`src/rtl/uart_pkg.sv`:
```
// Shared definitions for the memory-mapped UART transmitter: register
// offsets, STATUS/CTRL bit positions and the shifter state encoding.
package uart_pkg;

    // Register offsets as seen on addrBus[3:2]
    localparam logic [1:0] REG_DATA   = 2'd0;
    localparam logic [1:0] REG_STATUS = 2'd1;
    localparam logic [1:0] REG_CTRL   = 2'd2;
    localparam logic [1:0] REG_RSVD   = 2'd3;

    // STATUS bit positions
    localparam int ST_FULL    = 0;
    localparam int ST_EMPTY   = 1;
    localparam int ST_SHIFT   = 2;
    localparam int ST_OVF     = 3;
    localparam int ST_CNT_LSB = 4;
    localparam int ST_CNT_W   = 5;
    localparam int ST_INTEN   = 16;

    // CTRL bit positions
    localparam int CTRL_INTEN   = 0;
    localparam int CTRL_FLUSH   = 1;
    localparam int CTRL_CLR_OVF = 2;

    typedef enum logic [2:0] {
        TX_IDLE   = 3'd0,
        TX_START  = 3'd1,
        TX_DATA   = 3'd2,
        TX_PARITY = 3'd3,
        TX_STOP   = 3'd4
    } tx_state_t;

endpackage

```
`src/rtl/sync_fifo.sv`:
```
// Single-clock show-ahead FIFO. A push into a full FIFO is accepted only
// when a pop happens in the same cycle; flush wins over push and pop.
module sync_fifo #(
    parameter int WIDTH = 8,
    parameter int AW    = 4
) (
    input  logic             clk,
    input  logic             rstn,
    input  logic             i_push,
    input  logic [WIDTH-1:0] i_wdata,
    input  logic             i_pop,
    input  logic             i_flush,
    output logic [WIDTH-1:0] o_rdata,
    output logic             o_full,
    output logic             o_empty,
    output logic [AW:0]      o_count
);

    localparam int DEPTH = 1 << AW;

    logic [WIDTH-1:0] r_mem [DEPTH];
    logic [AW-1:0]    r_wr_ptr;
    logic [AW-1:0]    r_rd_ptr;
    logic [AW:0]      r_count;

    logic w_full;
    logic w_empty;
    logic w_do_pop;
    logic w_do_push;

    assign w_full    = (r_count == (AW+1)'(DEPTH));
    assign w_empty   = (r_count == '0);
    assign w_do_pop  = i_pop & ~w_empty & ~i_flush;
    assign w_do_push = i_push & (~w_full | w_do_pop) & ~i_flush;

    assign o_rdata = r_mem[r_rd_ptr];
    assign o_full  = w_full;
    assign o_empty = w_empty;
    assign o_count = r_count;

    // Storage array; no reset needed since reads are gated by the count
    always_ff @(posedge clk) begin
        if (w_do_push) begin
            r_mem[r_wr_ptr] <= i_wdata;
        end
    end

    // Pointer and occupancy bookkeeping
    always_ff @(posedge clk or negedge rstn) begin
        if (!rstn) begin
            r_wr_ptr <= '0;
            r_rd_ptr <= '0;
            r_count  <= '0;
        end else if (i_flush) begin
            r_wr_ptr <= '0;
            r_rd_ptr <= '0;
            r_count  <= '0;
        end else begin
            if (w_do_push) begin
                r_wr_ptr <= r_wr_ptr + AW'(1);
            end
            if (w_do_pop) begin
                r_rd_ptr <= r_rd_ptr + AW'(1);
            end
            case ({w_do_push, w_do_pop})
                2'b10:   r_count <= r_count + (AW+1)'(1);
                2'b01:   r_count <= r_count - (AW+1)'(1);
                default: r_count <= r_count;
            endcase
        end
    end

endmodule

```
`src/rtl/uart_tx_fifo.sv`:
```
// Memory-mapped UART transmitter: bus register file, 16-deep byte FIFO and
// a baud-timed 8N1 shifter with optional even parity.
//
// state     | meaning
// ----------+-------------------------------------------------------------
// TX_IDLE   | line high, waiting for the FIFO to hold a byte
// TX_START  | driving the start bit (0)
// TX_DATA   | driving data bits LSB first, r_bit_idx = bit being sent
// TX_PARITY | driving the even-parity bit (only when PARITY_EN)
// TX_STOP   | driving the stop bit (1); chains straight into START if more
module uart_tx_fifo
    import uart_pkg::*;
#(
    parameter int BAUD_DIV  = 868,
    parameter int FIFO_AW   = 4,
    parameter int PARITY_EN = 0
) (
    input  logic        clk,
    input  logic        rstn,
    input  logic        en,
    input  logic [31:0] addrBus,
    input  logic [3:0]  weBus,
    input  logic [31:0] dataInBus,
    output logic [31:0] dataOut,
    output logic        txInt,
    output logic        uartTx
);

    localparam logic [15:0] BAUD_RELOAD = 16'(BAUD_DIV - 1);

    tx_state_t   r_state;
    logic [15:0] r_baud_cnt;
    logic [2:0]  r_bit_idx;
    logic [7:0]  r_shift;
    logic        r_par;
    logic        r_tx;
    logic        r_int_en;
    logic        r_ovf;
    logic        r_tx_int;
    logic [31:0] r_data_out;

    logic [1:0]       w_sel;
    logic             w_wr0;
    logic             w_rd;
    logic             w_push_req;
    logic             w_ctrl_wr;
    logic             w_flush;
    logic             w_pop;
    logic             w_bit_end;
    logic             w_ovf_set;
    logic [7:0]       w_fifo_rdata;
    logic             w_fifo_full;
    logic             w_fifo_empty;
    logic [FIFO_AW:0] w_fifo_count;
    logic [31:0]      w_status;
    logic [31:0]      w_rd_mux;
    logic             w_unused_bits;

    assign w_sel      = addrBus[3:2];
    assign w_wr0      = en & weBus[0];
    assign w_rd       = en & (weBus == 4'b0000);
    assign w_push_req = w_wr0 & (w_sel == REG_DATA);
    assign w_ctrl_wr  = w_wr0 & (w_sel == REG_CTRL);
    assign w_flush    = w_ctrl_wr & dataInBus[CTRL_FLUSH];
    assign w_bit_end  = (r_baud_cnt == 16'd0);

    // A new byte is taken from the FIFO when idle, or at the very end of a
    // stop bit so frames run back to back. A flush blocks the pop.
    assign w_pop = ~w_fifo_empty & ~w_flush &
                   ((r_state == TX_IDLE) | ((r_state == TX_STOP) & w_bit_end));

    // A dropped byte: full FIFO with no pop freeing a slot this cycle
    assign w_ovf_set = w_push_req & w_fifo_full & ~w_pop & ~w_flush;

    assign w_unused_bits = ^{addrBus[31:4], addrBus[1:0], dataInBus[31:8]};

    sync_fifo #(
        .WIDTH (8),
        .AW    (FIFO_AW)
    ) u_fifo (
        .clk     (clk),
        .rstn    (rstn),
        .i_push  (w_push_req),
        .i_wdata (dataInBus[7:0]),
        .i_pop   (w_pop),
        .i_flush (w_flush),
        .o_rdata (w_fifo_rdata),
        .o_full  (w_fifo_full),
        .o_empty (w_fifo_empty),
        .o_count (w_fifo_count)
    );

    // STATUS word assembly
    always_comb begin
        w_status                            = '0;
        w_status[ST_FULL]                   = w_fifo_full;
        w_status[ST_EMPTY]                  = w_fifo_empty;
        w_status[ST_SHIFT]                  = (r_state != TX_IDLE);
        w_status[ST_OVF]                    = r_ovf;
        w_status[ST_CNT_LSB +: ST_CNT_W]    = ST_CNT_W'(w_fifo_count);
        w_status[ST_INTEN]                  = r_int_en;
    end

    // Read-data select; DATA and the reserved slot read as zero
    always_comb begin
        w_rd_mux = '0;
        case (w_sel)
            REG_STATUS: w_rd_mux = w_status;
            REG_CTRL:   w_rd_mux = {31'b0, r_int_en};
            default:    w_rd_mux = '0;
        endcase
    end

    // Registered read port: updates only on a bus read, otherwise holds
    always_ff @(posedge clk or negedge rstn) begin
        if (!rstn) begin
            r_data_out <= '0;
        end else if (w_rd) begin
            r_data_out <= w_rd_mux;
        end
    end

    // Control bits, sticky overflow and the registered interrupt level
    always_ff @(posedge clk or negedge rstn) begin
        if (!rstn) begin
            r_int_en <= 1'b0;
            r_ovf    <= 1'b0;
            r_tx_int <= 1'b0;
        end else begin
            if (w_ctrl_wr) begin
                r_int_en <= dataInBus[CTRL_INTEN];
            end
            if (w_ctrl_wr && dataInBus[CTRL_CLR_OVF]) begin
                r_ovf <= 1'b0;
            end else if (w_ovf_set) begin
                r_ovf <= 1'b1;
            end
            r_tx_int <= r_int_en & w_fifo_empty & (r_state == TX_IDLE);
        end
    end

    // Shifter FSM with baud down-counter; the line value is registered here
    always_ff @(posedge clk or negedge rstn) begin
        if (!rstn) begin
            r_state    <= TX_IDLE;
            r_baud_cnt <= 16'd0;
            r_bit_idx  <= 3'd0;
            r_shift    <= 8'd0;
            r_par      <= 1'b0;
            r_tx       <= 1'b1;
        end else begin
            case (r_state)
                TX_IDLE: begin
                    if (w_pop) begin
                        r_shift    <= w_fifo_rdata;
                        r_par      <= ^w_fifo_rdata;
                        r_baud_cnt <= BAUD_RELOAD;
                        r_bit_idx  <= 3'd0;
                        r_tx       <= 1'b0;
                        r_state    <= TX_START;
                    end else begin
                        r_tx <= 1'b1;
                    end
                end
                TX_START: begin
                    if (w_bit_end) begin
                        r_baud_cnt <= BAUD_RELOAD;
                        r_tx       <= r_shift[0];
                        r_state    <= TX_DATA;
                    end else begin
                        r_baud_cnt <= r_baud_cnt - 16'd1;
                    end
                end
                TX_DATA: begin
                    if (w_bit_end) begin
                        r_baud_cnt <= BAUD_RELOAD;
                        if (r_bit_idx == 3'd7) begin
                            if (PARITY_EN != 0) begin
                                r_tx    <= r_par;
                                r_state <= TX_PARITY;
                            end else begin
                                r_tx    <= 1'b1;
                                r_state <= TX_STOP;
                            end
                        end else begin
                            r_bit_idx <= r_bit_idx + 3'd1;
                            r_shift   <= {1'b0, r_shift[7:1]};
                            r_tx      <= r_shift[1];
                        end
                    end else begin
                        r_baud_cnt <= r_baud_cnt - 16'd1;
                    end
                end
                TX_PARITY: begin
                    if (w_bit_end) begin
                        r_baud_cnt <= BAUD_RELOAD;
                        r_tx       <= 1'b1;
                        r_state    <= TX_STOP;
                    end else begin
                        r_baud_cnt <= r_baud_cnt - 16'd1;
                    end
                end
                TX_STOP: begin
                    if (w_bit_end) begin
                        if (w_pop) begin
                            r_shift    <= w_fifo_rdata;
                            r_par      <= ^w_fifo_rdata;
                            r_baud_cnt <= BAUD_RELOAD;
                            r_bit_idx  <= 3'd0;
                            r_tx       <= 1'b0;
                            r_state    <= TX_START;
                        end else begin
                            r_baud_cnt <= 16'd0;
                            r_tx       <= 1'b1;
                            r_state    <= TX_IDLE;
                        end
                    end else begin
                        r_baud_cnt <= r_baud_cnt - 16'd1;
                    end
                end
                default: begin
                    r_baud_cnt <= 16'd0;
                    r_tx       <= 1'b1;
                    r_state    <= TX_IDLE;
                end
            endcase
        end
    end

    assign dataOut = r_data_out;
    assign txInt   = r_tx_int;
    assign uartTx  = r_tx;

endmodule

```
`config.mk`:
```
export PLATFORM = sky130hd
export DESIGN_NAME = uart_tx_fifo
export DESIGN_NICKNAME = d
export VERILOG_FILES = /design/src/rtl/uart_pkg.sv /design/src/rtl/sync_fifo.sv /design/src/rtl/uart_tx_fifo.sv
export SDC_FILE = /design/constraint.sdc
export NUM_CORES = 1
export LEC_CHECK = 0
export ABC_AREA = 1
export BUFFER_PORTS_ARGS = -buffer_cell sky130_fd_sc_hd__buf_2
export CAP_MARGIN = 25
export CORE_MARGIN = 2
export CORE_UTILIZATION = 23
export CTS_CLUSTER_DIAMETER = 40
export DETAILED_ROUTE_END_ITERATION = 8
export PLACE_DENSITY = 0.4
export SYNTH_ARGS = -nofsm -noshare
export SYNTH_HDL_FRONTEND = slang
export SYNTH_HIERARCHICAL = 1
export SYNTH_SLANG_ARGS = --single-unit
```
`constraint.sdc`:
```
create_clock -name clk -period 7 [get_ports clk]
set_input_delay 1.05 -clock clk [delete_from_list [all_inputs] [get_ports clk]]
set_output_delay 1.05 -clock clk [all_outputs]
set_load 0.01 [all_outputs]
```
Word-level counts from Yosys, hierarchy flattened
Memories as Yosys holds them, arrays and structs flattened.
Cells that the tools add are included.
W data, S select, Z words.
{"block": "totals", "inputBits": 71, "mem_bits_rw": 128, "memories": 1, "regBits": 79, "wordCells": 116}
{"memory": "u_fifo.r_mem", "words": 16, "word_bits": 8, "rd": 1, "rd_ports_with_merged_regs": 0, "write_ports": 1, "line_no": "sync_fifo.sv:21", "text": "logic [WIDTH-1:0] r_mem [DEPTH];"}
{"block": "op_classes", "add_sub_neg": 6, "eq_ne": 17, "bitwise_logic": 23, "reduce_logical": 16, "muxes": 41}
{"operator": "$mux W16", "n": 3}
{"operator": "$pmux W16 S3", "n": 1}
{"operator": "$pmux W17 S2", "n": 1}
{"operator": "$mux W8", "n": 4}
{"operator": "$mux W3", "n": 10}
{"operator": "$pmux W8 S3", "n": 1}
{"operator": "$and A1 B1 Y1", "n": 17}
{"operator": "$logic_not A16 Y1", "n": 1}
{"operator": "$mux W4", "n": 4}
{"operator": "$sub A16 B1 Y16 const B", "n": 1}
{"operator": "$pmux W3 S5", "n": 1}
{"operator": "$ne A2 B2 Y1 const B", "n": 6}
{"operator": "$mux W1", "n": 11}
{"operator": "$mux W10", "n": 1}
{"operator": "$pmux W5 S2", "n": 1}
{"operator": "$pmux W3 S3", "n": 1}
{"operator": "$reduce_bool A3 Y1", "n": 3}
{"operator": "$add A4 B1 Y4 const B", "n": 2}
{"operator": "$reduce_and A4 Y1", "n": 2}
{"operator": "$eq A3 B2 Y1 const B", "n": 2}
{"operator": "$eq A3 B3 Y1 const B", "n": 2}
{"operator": "$reduce_and A6 Y1", "n": 1}
{"operator": "$reduce_bool A2 Y1", "n": 3}
{"operator": "$add A5 B1 Y5 const B", "n": 1}
{"operator": "other kinds (17)", "n": 23}

Depth between registers and ports, before layout
Gate-level depths: netlist of the first run.
{"block": "logic_depth", "depth_word": 14, "ltp_mapped": 20}

By module
Netlist of the first run, hierarchy kept.
{"module": "sync_fifo", "cells_each": 525, "n_inst": 1, "area_per_inst_um2": 6050.8}
{"module": "uart_tx_fifo", "cells_each": 379, "n_inst": 1, "area_per_inst_um2": 2842.7}

Worst setup path before layout of the first run
No wires, ideal clock.
{"block": "synth_timing", "kind": "input to register", "startpoint": "input port addrBus[2]", "endpoint": "register u_fifo.r_count[4], in the netlist u_fifo/o_count[4]", "path_stages": 19, "path_slack_ns": 3.906, "t_required_ns": 6.884, "t_arrival_ns": 2.978, "cell_sequence": "inv_1 -> ha_1 -> nand4_1 -> nand2_1 -> inv_1 -> nand3_2 -> inv_1 -> nand4_1 -> fa_1 -> inv_1 -> nand3_1 -> nand2_1 -> nand2_1 -> nand2_1 -> inv_1 -> nand2_1 -> nand2_1 -> nand2_1 -> nand2_1"}
{"block": "synth_between", "elab_chain_len": 14, "word_cells_on_any_way": 18, "cone_classes": "3 x eq/ne; 2 x mux; 11 x bitwise; 2 x reduce/logical"}
{"item": "from (decl)", "line_no": "uart_tx_fifo.sv:21", "text": "input logic [31:0] addrBus,"}
{"item": "$eq A2 B2 Y1 *", "line_no": "uart_tx_fifo.sv:63", "text": "assign w_ctrl_wr = w_wr0 & (w_sel == REG_CTRL);"}
{"item": "$and A1 B1 Y1 *", "line_no": "uart_tx_fifo.sv:63"}
{"item": "$and A1 B1 Y1 *", "line_no": "uart_tx_fifo.sv:64", "text": "assign w_flush = w_ctrl_wr & dataInBus[CTRL_FLUSH];"}
{"item": "$not A1 Y1 *", "line_no": "uart_tx_fifo.sv:69", "text": "assign w_pop = ~w_fifo_empty & ~w_flush &"}
{"item": "$and A1 B1 Y1 * (2 in series)", "line_no": "uart_tx_fifo.sv:69"}
{"item": "named net w_pop", "line_no": "uart_tx_fifo.sv:48", "text": "logic w_pop;"}
{"item": "$and A1 B1 Y1 * (2 in series)", "line_no": "sync_fifo.sv:33", "text": "assign w_do_pop = i_pop & ~w_empty & ~i_flush;"}
{"item": "$or A1 B1 Y1", "line_no": "sync_fifo.sv:34", "text": "assign w_do_push = i_push & (~w_full | w_do_pop) & ~i_flush;"}
{"item": "$and A1 B1 Y1 (2 in series)", "line_no": "sync_fifo.sv:34"}
{"item": "$eq A2 B1 Y1 / $eq A2 B2 Y1 (equally long branches)", "line_no": "sync_fifo.sv:65", "text": "case ({w_do_push, w_do_pop})"}
{"item": "$pmux W5 S2", "line_no": "sync_fifo.sv:65"}
{"item": "$mux W5", "line_no": "sync_fifo.sv:54", "text": "end else if (i_flush) begin"}
{"item": "to (signal assigned)", "line_no": "sync_fifo.sv:66", "text": "2'b10: r_count <= r_count + (AW+1)'(1);"}
{"item": "to (signal assigned)", "line_no": "sync_fifo.sv:67", "text": "2'b01: r_count <= r_count - (AW+1)'(1);"}
{"item": "to (signal assigned)", "line_no": "sync_fifo.sv:68", "text": "default: r_count <= r_count;"}
{"item": "to (decl)", "line_no": "sync_fifo.sv:24", "text": "logic [AW:0] r_count;"}
The timed path passes the listed nets; every way through them passes the cells marked *.
A chain may end at the register's enable or synchronous reset.

Worst setup path after layout of the first run
{"block": "layout_timing", "startpoint": "input port addrBus[2]", "endpoint": "memory u_fifo.r_mem[14][4] (enable)"}
{"block": "layout_between", "elab_chain_len": 13, "word_cells_on_any_way": 15, "cone_classes": "1 x eq/ne; 2 x mux; 11 x bitwise; 1 x reduce/logical"}
{"item": "$eq A2 B2 Y1", "line_no": "uart_tx_fifo.sv:63"}
{"item": "$and A1 B1 Y1", "line_no": "uart_tx_fifo.sv:63"}
{"item": "$and A1 B1 Y1", "line_no": "uart_tx_fifo.sv:64"}
{"item": "$not A1 Y1", "line_no": "uart_tx_fifo.sv:69"}
{"item": "$and A1 B1 Y1 (2 in series)", "line_no": "uart_tx_fifo.sv:69"}
{"item": "named net w_pop", "line_no": "uart_tx_fifo.sv:48"}
{"item": "$and A1 B1 Y1 (2 in series)", "line_no": "sync_fifo.sv:33"}
{"item": "$or A1 B1 Y1", "line_no": "sync_fifo.sv:34"}
{"item": "$and A1 B1 Y1 (2 in series)", "line_no": "sync_fifo.sv:34"}
{"item": "$mux W1", "line_no": "sync_fifo.sv:43", "text": "if (w_do_push) begin"}
{"item": "$mux W1 (implied by the code)", "line_no": "sync_fifo.sv:44", "text": "r_mem[r_wr_ptr] <= i_wdata;"}
{"item": "to (decl)", "line_no": "sync_fifo.sv:21"}
The timed path passes the listed nets, and every way through them passes these cells.

==> results by group, run 1 <==
Logic synthesis
  • Area contributors post-synth: edfxtp_1, dfrtp_1, nand2_1
  • Syn Area/Cell: 9.838 um2
  • Synth warn: 6
  • Syn Inst Count: 904
  • Synthesized-area fraction occupied by adder cells: 0.02335
  • Leading area contributor after synthesis: edfxtp_1
  • FF+latch count, synth: 185
  • Yosys cell types: 43
  • Async set-reset flop share out of synthesis: 0.3081
  • Mapped Area: 8894 um2
  • Mux share of post-synthesis cell area: 0.001266
  • Share of the synthesized area in the top cell type: 0.4322
  • Dominant synthesized flop cell: edfxtp_1
  • Count leader, synth: nand2_1
  • Post-synthesis compound-gate area fraction: 0.06908
  • Synth Area in XOR/XNOR: 0.01393
  • Largest family of logic cells by synthesized area: simple AND/OR/NAND/NOR gates
  • Sequential element share of the synthesized area: 0.5927
  • Post-synthesis simple-gate area fraction: 0.2251
  • EDFF count, synth: 128
  • Synth cell count leaders: nand2_1, edfxtp_1, nor2_1

Clocking
  • Register clock-pin slew on the reported worst setup and hold paths: 0.07 ns
  • Worst-Skew Late Latency: 0.46 ns
  • Resize count post-CTS: 0
  • Clock root cell: clkbuf_16
  • Clock Path Buffers: 2
  • CTS tree: built
  • Post-CTS Hold Buffers: 0
  • Post-CTS Setup Bufs: 0
  • H-tree levels: 4
  • Num Clock Sinks: 185
  • CTS Buf Count: 17

STA
  • Fin. max-slew vios: 0
  • Rel. slew slack: 0.3784
  • Fin crit share: 0.4778
  • Setup TNS: 0 ns
  • Final min period: 3.344 ns
  • # setup viols final: 0
  • Final Hold Violating Endpoints: 0
  • Post-Route Skew: 0.02023 ns
  • RSZ-0062 raised after global routing: no
  • F_max: 299.0 MHz
  • Worst Max-Slew Pin Slew: 0.9290 ns

Cells and area
  • Share of post-route cells with drive strength above 1: 0.1132
  • Nets@finish: 1010
  • Layout area overhead: 12.69%
  • Number of diodes: 0
  • Util after Layout: 0.2612
  • Fin cells: 1454

Place
  • Post-DP HPWL: 13.67 mm
  • RePlAce Congestion: 0.7434
  • Cells after DPL: 1421
  • Input/output buffers: 28

Detailed routing
  • Final wirelength: 21.73 mm
  • Drt pass-1 iters: 4
  • Initial drt markers: 305
  • Wire per inst: 14.94 um
  • ANT nets after route: 0
  • Avg Vias per Cell: 4.139
  • Drc violations: 0
  • DR vias: 6018

GRT
  • Antenna violations before repair: 0
  • Total track usage: 0.1121
  • Global-route wire length before repair: 34.23 mm
  • Grt total ovfl: 0
  • Largest net degree at the start of global routing: 59
  • Vias in the first global route: 5843

Floorplan
  • Row cnt: 72
  • Die W: 200.6 um
  • Initial Util: 0.2317
  • Area of the core: 38380 um2
  • Overall die height: 200.6 um
  • Die ar.: 40260 um2
  • I/O pin count: 105

Critical path
  • Slowest stage delay, CP: 0.74 ns
  • Critical path, cell by cell: buf_2, inv_1, ha_1, nand4_1, nand2_1, inv_1, nand3_2, inv_1, nand4_4, nand2_2, nand2_1, nor2_1
  • Critical path capture point type: flip-flop
  • Reg2Reg Setup Slack: 3.74 ns
  • Nature of the critical path startpoint: input port
  • Cell mode on critical path: inv_1
  • CP bufs+invs: 4
  • Critical Path RT: 7.06 ns
  • FF-to-FF Start: r_baud_cnt[0]
  • Class of the most critical setup path: in -> reg
  • Crit-path max FO: 8
  • Cell family with most CP delay: simple AND/OR/NAND/NOR gates
  • Critical path's slowest cell: nor2_1
  • Worst Path Arrival: 3.41 ns
  • Setup crit start: addrBus[2]

Power
  • Reg power frac: 0.374
  • Switching Power: 1.615 mW
  • Power, Total: 3.892 mW
  • Leak: 4.072 nW
  • Pwr dens: 388.3 nW/um2
  • Combinational Power Share: 0.375
  • Net Sw Frac: 0.4148
  • Max VDD drop: 0.1724 mV
  • Cell internal pwr: 2.277 mW
  • Clk pwr share: 0.251

Hold path
  • Worst Hold Launch: r_shift[3]
  • Hold crit path type: reg -> reg

Run status
  • Status: complete, no violations

Run
  • Max Cap Violations: 0
==> power by group through the flow <==
| stage | combinational (mW) | sequential (mW) | clock, mW |
|---|---|---|---|
| global placement | 1.49 | 1.48 | 0 |
| floorplan | 1.14 | 1.44 | 0 |
| CTS | 1.50 | 1.45 | 1.01 |
| finish | 1.46 | 1.45 | 0.978 |
| global route | 1.68 | 1.48 | 1.06 |
| detailed placement | 1.49 | 1.48 | 0 |
==> layer usage <==
| layer | vias up | global-route usage | routed length, um |
|---|---|---|---|
| met2 | 108 | 0.1690 | 9772 |
| met3 | 10 | 0.02873 | 1024 |
| met4 | 0 | 0.03386 | 227 |
| li1 | 3048 | - | - |
| met5 | - | 0 | 0 |
| met1 | 2852 | 0.1576 | 10700 |
==> tightest hold or removal path: stages, from the launching register on <==
cell and delay [ns]:
dfrtp_1 0.35, nand2_1 0.06, nand2_1 0.05
==> path summary, 6_finish.rpt <==
kind                                        to  cells after the start
min in group asynchronous        r_baud_cnt[0]                      2
hold / removal                      r_shift[3]                      2
hold reg to reg                     r_shift[3]                      2
max in group asynchronous   u_fifo/r_rd_ptr[0]                      2
setup / recovery           u_fifo/r_mem[14][4]                     12
setup reg to reg           u_fifo/r_mem[14][4]                     12
==> per-stage QoR <==
| stage | setup slack, ns | hold slack (ns) | cell area [um2] |
|---|---|---|---|
| after CTS | 3.602 | 0.4778 | 10010 |
| after global placement | 3.129 | 0.4569 | 9423 |
| after floorplan | 3.906 | 0.4419 | 8972 |
| after detailed placement | 3.105 | 0.4591 | 9423 |
| final | 3.656 | 0.4766 | 10020 |
| after global routing | 3.398 | 0.4939 | 10020 |
==> final cells by class <==
class / count / area (um2)
fillers: 4128 / 28350
flip-flops and latches: 185 / 5273
multi-input cells: 612 / 3047
well taps: 518 / 648.1
clock buffers: 18 / 429.2
inverters: 74 / 285.3
repair buffers: 33 / 181.4
clock inverters: 14 / 158.9
==> state kept, by name, summed over array words and instances, names as in the netlist <==
name and flops:
dataOut 10, r_baud_cnt 16, r_bit_idx 3, r_int_en 1
r_ovf 1, r_shift 8, r_state 3, txInt 1
u_fifo/o_count 5, u_fifo/r_mem 128, u_fifo/r_rd_ptr 4, u_fifo/r_wr_ptr 4
uartTx 1
==> cells by family (layout without fill, tap and decap cells) <==
kind of cell,Yosys count,after routing
other,1,22
adders and majority gates,16,16
xor gates and xnor gates,12,12
DFF,185,185
buffers and inverters,128,139
AOI/OAI and AO/OA,109,109
muxes,1,1
and+or+nand+nor,452,452
==> cells in the final DEF, fill, tap and decap left out, types with 17 or more instances in the layout <==
cell and n:
inv_1 63, buf_2 28, dfrtp_1 55, o21ai_0 45, nand3_1 77, clkbuf_16 17
nand2_1 238, conb_1 22, nor2_1 88, edfxtp_1 128, o21ai_1 18
Note: power is estimated with default switching activity, not from simulation.
==> run 2: changes to the inputs <==
- PLACE_DENSITY: 0.4 -> 0.42
- clock period: 7 -> 3 ns (I/O delays scaled with it)
==> run 2 against run 1 <==
Compared with the run above: final cell count is 1.9% higher; flip-flop and latch count stayed put; highest routed layer unchanged; die area stayed put; combinational power is 140% higher; count of clock-buffer cells in the layout is 1 lower; first-iteration DRC count is 12% higher.
==> results by group, run 2 (synthesis results as in run 1) <==
Run status
  • Status: complete, no violations

GRT
  • Global-route wire length before repair: 34.93 mm (+2.1%)
  • Vias in the first global route: 5983 (+2.4%)
  • Antenna violations before repair: 0 (unchanged)
  • Total track usage: 0.1125 (+0.0004194)
  • Largest net degree at the start of global routing: 55 (-6.8%)
  • Grt total ovfl: 0 (unchanged)

Power
  • Max VDD drop: 0.3845 mV (+120%)
  • Cell internal pwr: 5.346 mW (+130%)
  • Combinational Power Share: 0.386 (+0.011)
  • Power, Total: 9.172 mW (+140%)
  • Switching Power: 3.825 mW (+140%)
  • Clk pwr share: 0.242 (-0.009)
  • Pwr dens: 894.8 nW/um2 (+130%)
  • Reg power frac: 0.372 (-0.002)
  • Net Sw Frac: 0.4171 (+0.002235)
  • Leak: 4.221 nW (+3.7%)

Cells and area
  • Commonest non-fill, non-tap cell in the layout: nand2_1
  • Nets@finish: 1038 (+2.8%)
  • Filler cells: 4126 (-0.048%)
  • Most frequent cells in the layout: nand2_1, edfxtp_1, nor2_1
  • Design Area, Final: 10250 um2 (+2.3%)
  • Layout area overhead: 15.25%
  • Register area: 5273 um2 (unchanged)
  • Fin cells: 1482 (+1.9%)
  • Largest register FFs: 128 (unchanged)
  • Most flop-heavy register: u_fifo/r_mem
  • Share of post-route cells with drive strength above 1: 0.1390 (+0.02576)
  • Number of diodes: 0 (unchanged)
  • Multi-input logic area: 3044 um2 (about the same)

Detailed routing
  • Initial drt markers: 343 (+12%)
  • Drt pass-1 iters: 5 (+1)
  • DR vias: 6192 (+2.9%)
  • Drc violations: 0 (unchanged)
  • Avg Vias per Cell: 4.178 (+0.95%)
  • Final wirelength: 21.79 mm (+0.29%)
  • Wire per inst: 14.70 um (-1.6%)
  • ANT nets after route: 0 (unchanged)

Clocking
  • Worst-Skew Late Latency: 0.44 ns (-0.02 ns)
  • CTS tree: built
  • Num Clock Sinks: 185 (unchanged)
  • H-tree levels: 4 (unchanged)
  • Clock root cell: clkbuf_16
  • Register clock-pin slew on the reported worst setup and hold paths: 0.08 ns (about the same)
  • Clock Path Buffers: 2 (unchanged)
  • CTS Buf Count: 17 (unchanged)

Critical path
  • Crit-path max FO: 4 (-4)
  • Critical Path RT: 3.33 ns (-3.73 ns)
  • Worst Path Arrival: 3.00 ns (-0.41 ns)
  • Critical path, cell by cell: inv_1, ha_1, nand3_1, nor2_4, nand2_2, nand2_2, nand3_2, inv_1, nand4_1, inv_2, ha_1, a21oi_1, nand3_1, nand2_1, inv_1, nand2_1, nand2_1, nand2_1, nand2_1
  • R2r worst-path depth: 19 (+7)
  • Critical path's slowest cell: dfrtp_1
  • Nature of the critical path startpoint: flip-flop
  • Slowest stage delay, CP: 0.41 ns (-0.33 ns)
  • Critical path capture point type: flip-flop
  • Class of the most critical setup path: reg -> reg
  • Cell mode on critical path: nand2_1

Place
  • Cells after DPL: 1447 (+1.8%)
  • RePlAce Congestion: 0.7715 (+3.8%)
  • Post-DP HPWL: 14.22 mm (+4.0%)
  • DP Area: 9651 um2 (+2.4%)
  • Input/output buffers: 28 (unchanged)
  • Post-Place Setup Slack: 0.2537 ns (-2.852 ns)

Run
  • Max Cap Violations: 0 (unchanged)

Floorplan
  • Overall die height: 200.6 um (unchanged)
  • Row cnt: 72 (unchanged)
  • Area of the core: 38380 um2 (unchanged)
  • Initial Util: 0.2317 (unchanged)
  • Die W: 200.6 um (unchanged)
  • Die ar.: 40260 um2 (unchanged)
  • I/O pin count: 105 (unchanged)

STA
  • # setup viols final: 0 (unchanged)
  • Setup TNS: 0 ns (unchanged)
  • F_max: 374.4 MHz
  • Fin. max-slew vios: 0 (unchanged)
  • Final setup margin: 0.3294 ns (-3.326 ns)
  • Rel. slew slack: 0.6035 (+0.2251)
  • Worst Max-Slew Pin Slew: 0.5941 ns (-0.3348 ns)
  • Final Hold Violating Endpoints: 0 (unchanged)
  • Fin crit share: 0.8902
  • Post-Route Skew: 0.01423 ns (-0.005998 ns)
  • Final min period: 2.671 ns
  • RSZ-0062 raised after global routing: no

Hold path
  • Cell count of the worst hold path: 1 (-1)
  • Hold crit path type: in -> reg
[run 2: per-layer routing]
| layer | track usage | share of wire |
|---|---|---|
| met4 | 0.02646 | 0.0087 |
| met5 | 0 | 0 |
| met1 | 0.1583 | 0.49 |
| met2 | 0.1778 | 0.46 |
| met3 | 0.02256 | 0.041 |
[run 2: stage by stage]
step                      utilization  hold slack (ns)
after floorplan                     -           0.1544
after global placement         0.2515           0.4420
after detailed placement       0.2515           0.4496
after CTS                      0.2666           0.3896
after global routing           0.2671           0.4059
final                          0.2671           0.4087
[run 2: path summary, 6_finish.rpt]
check / start / to / slack, ns
setup / recovery: r_baud_cnt[0] / u_fifo/o_count[4] / 0.33
hold / removal: dataInBus[6] / u_fifo/r_mem[2][6] / 0.41
setup reg to reg: r_baud_cnt[0] / u_fifo/o_count[4] / 0.33
hold reg to reg: r_shift[7] / r_shift[7] / 0.47
max in group asynchronous: rstn / uartTx / 1.85
min in group asynchronous: rstn / r_baud_cnt[13] / 0.50
[run 2: what timing repair did]
item / in CTS / in global routing
setup buffers: 0 / 2
hold buffers: 1 / 0
hold endpoints to repair: 18 / 0
setup endpoints to repair: 0 / 1
resized for setup: 0 / 1
[run 2: layout make-up]
class,instances,share of cell area
Timing Repair Buffer,61,0.04175
Tap cell,518,0.06323
Inverter,74,0.02783
Multi-Input combinational cell,612,0.2970
Clock inverter,15,0.01428
Clock buffer,17,0.04150
Sequential cell,185,0.5144
[run 2: critical path, delay by kind of cell, from the launching register on]
kind	cells	cell delay, ns
adder cells (fa/ha/maj)	2	0.48
AND/OR/NAND/NOR	12	1.08
flip-flops	1	0.41
buffers and inverters	4	0.39
AO/OA/AOI/OAI	1	0.18
[run 2: power groups by stage]
stage	Combinational [mW]	Sequential (mW)	Clock [mW]
final	3.54	3.41	2.22
after global routing	4.08	3.47	2.41
after floorplan	2.67	3.36	0
after global placement	3.57	3.47	0
after detailed placement	3.58	3.47	0
after CTS	3.59	3.42	2.30
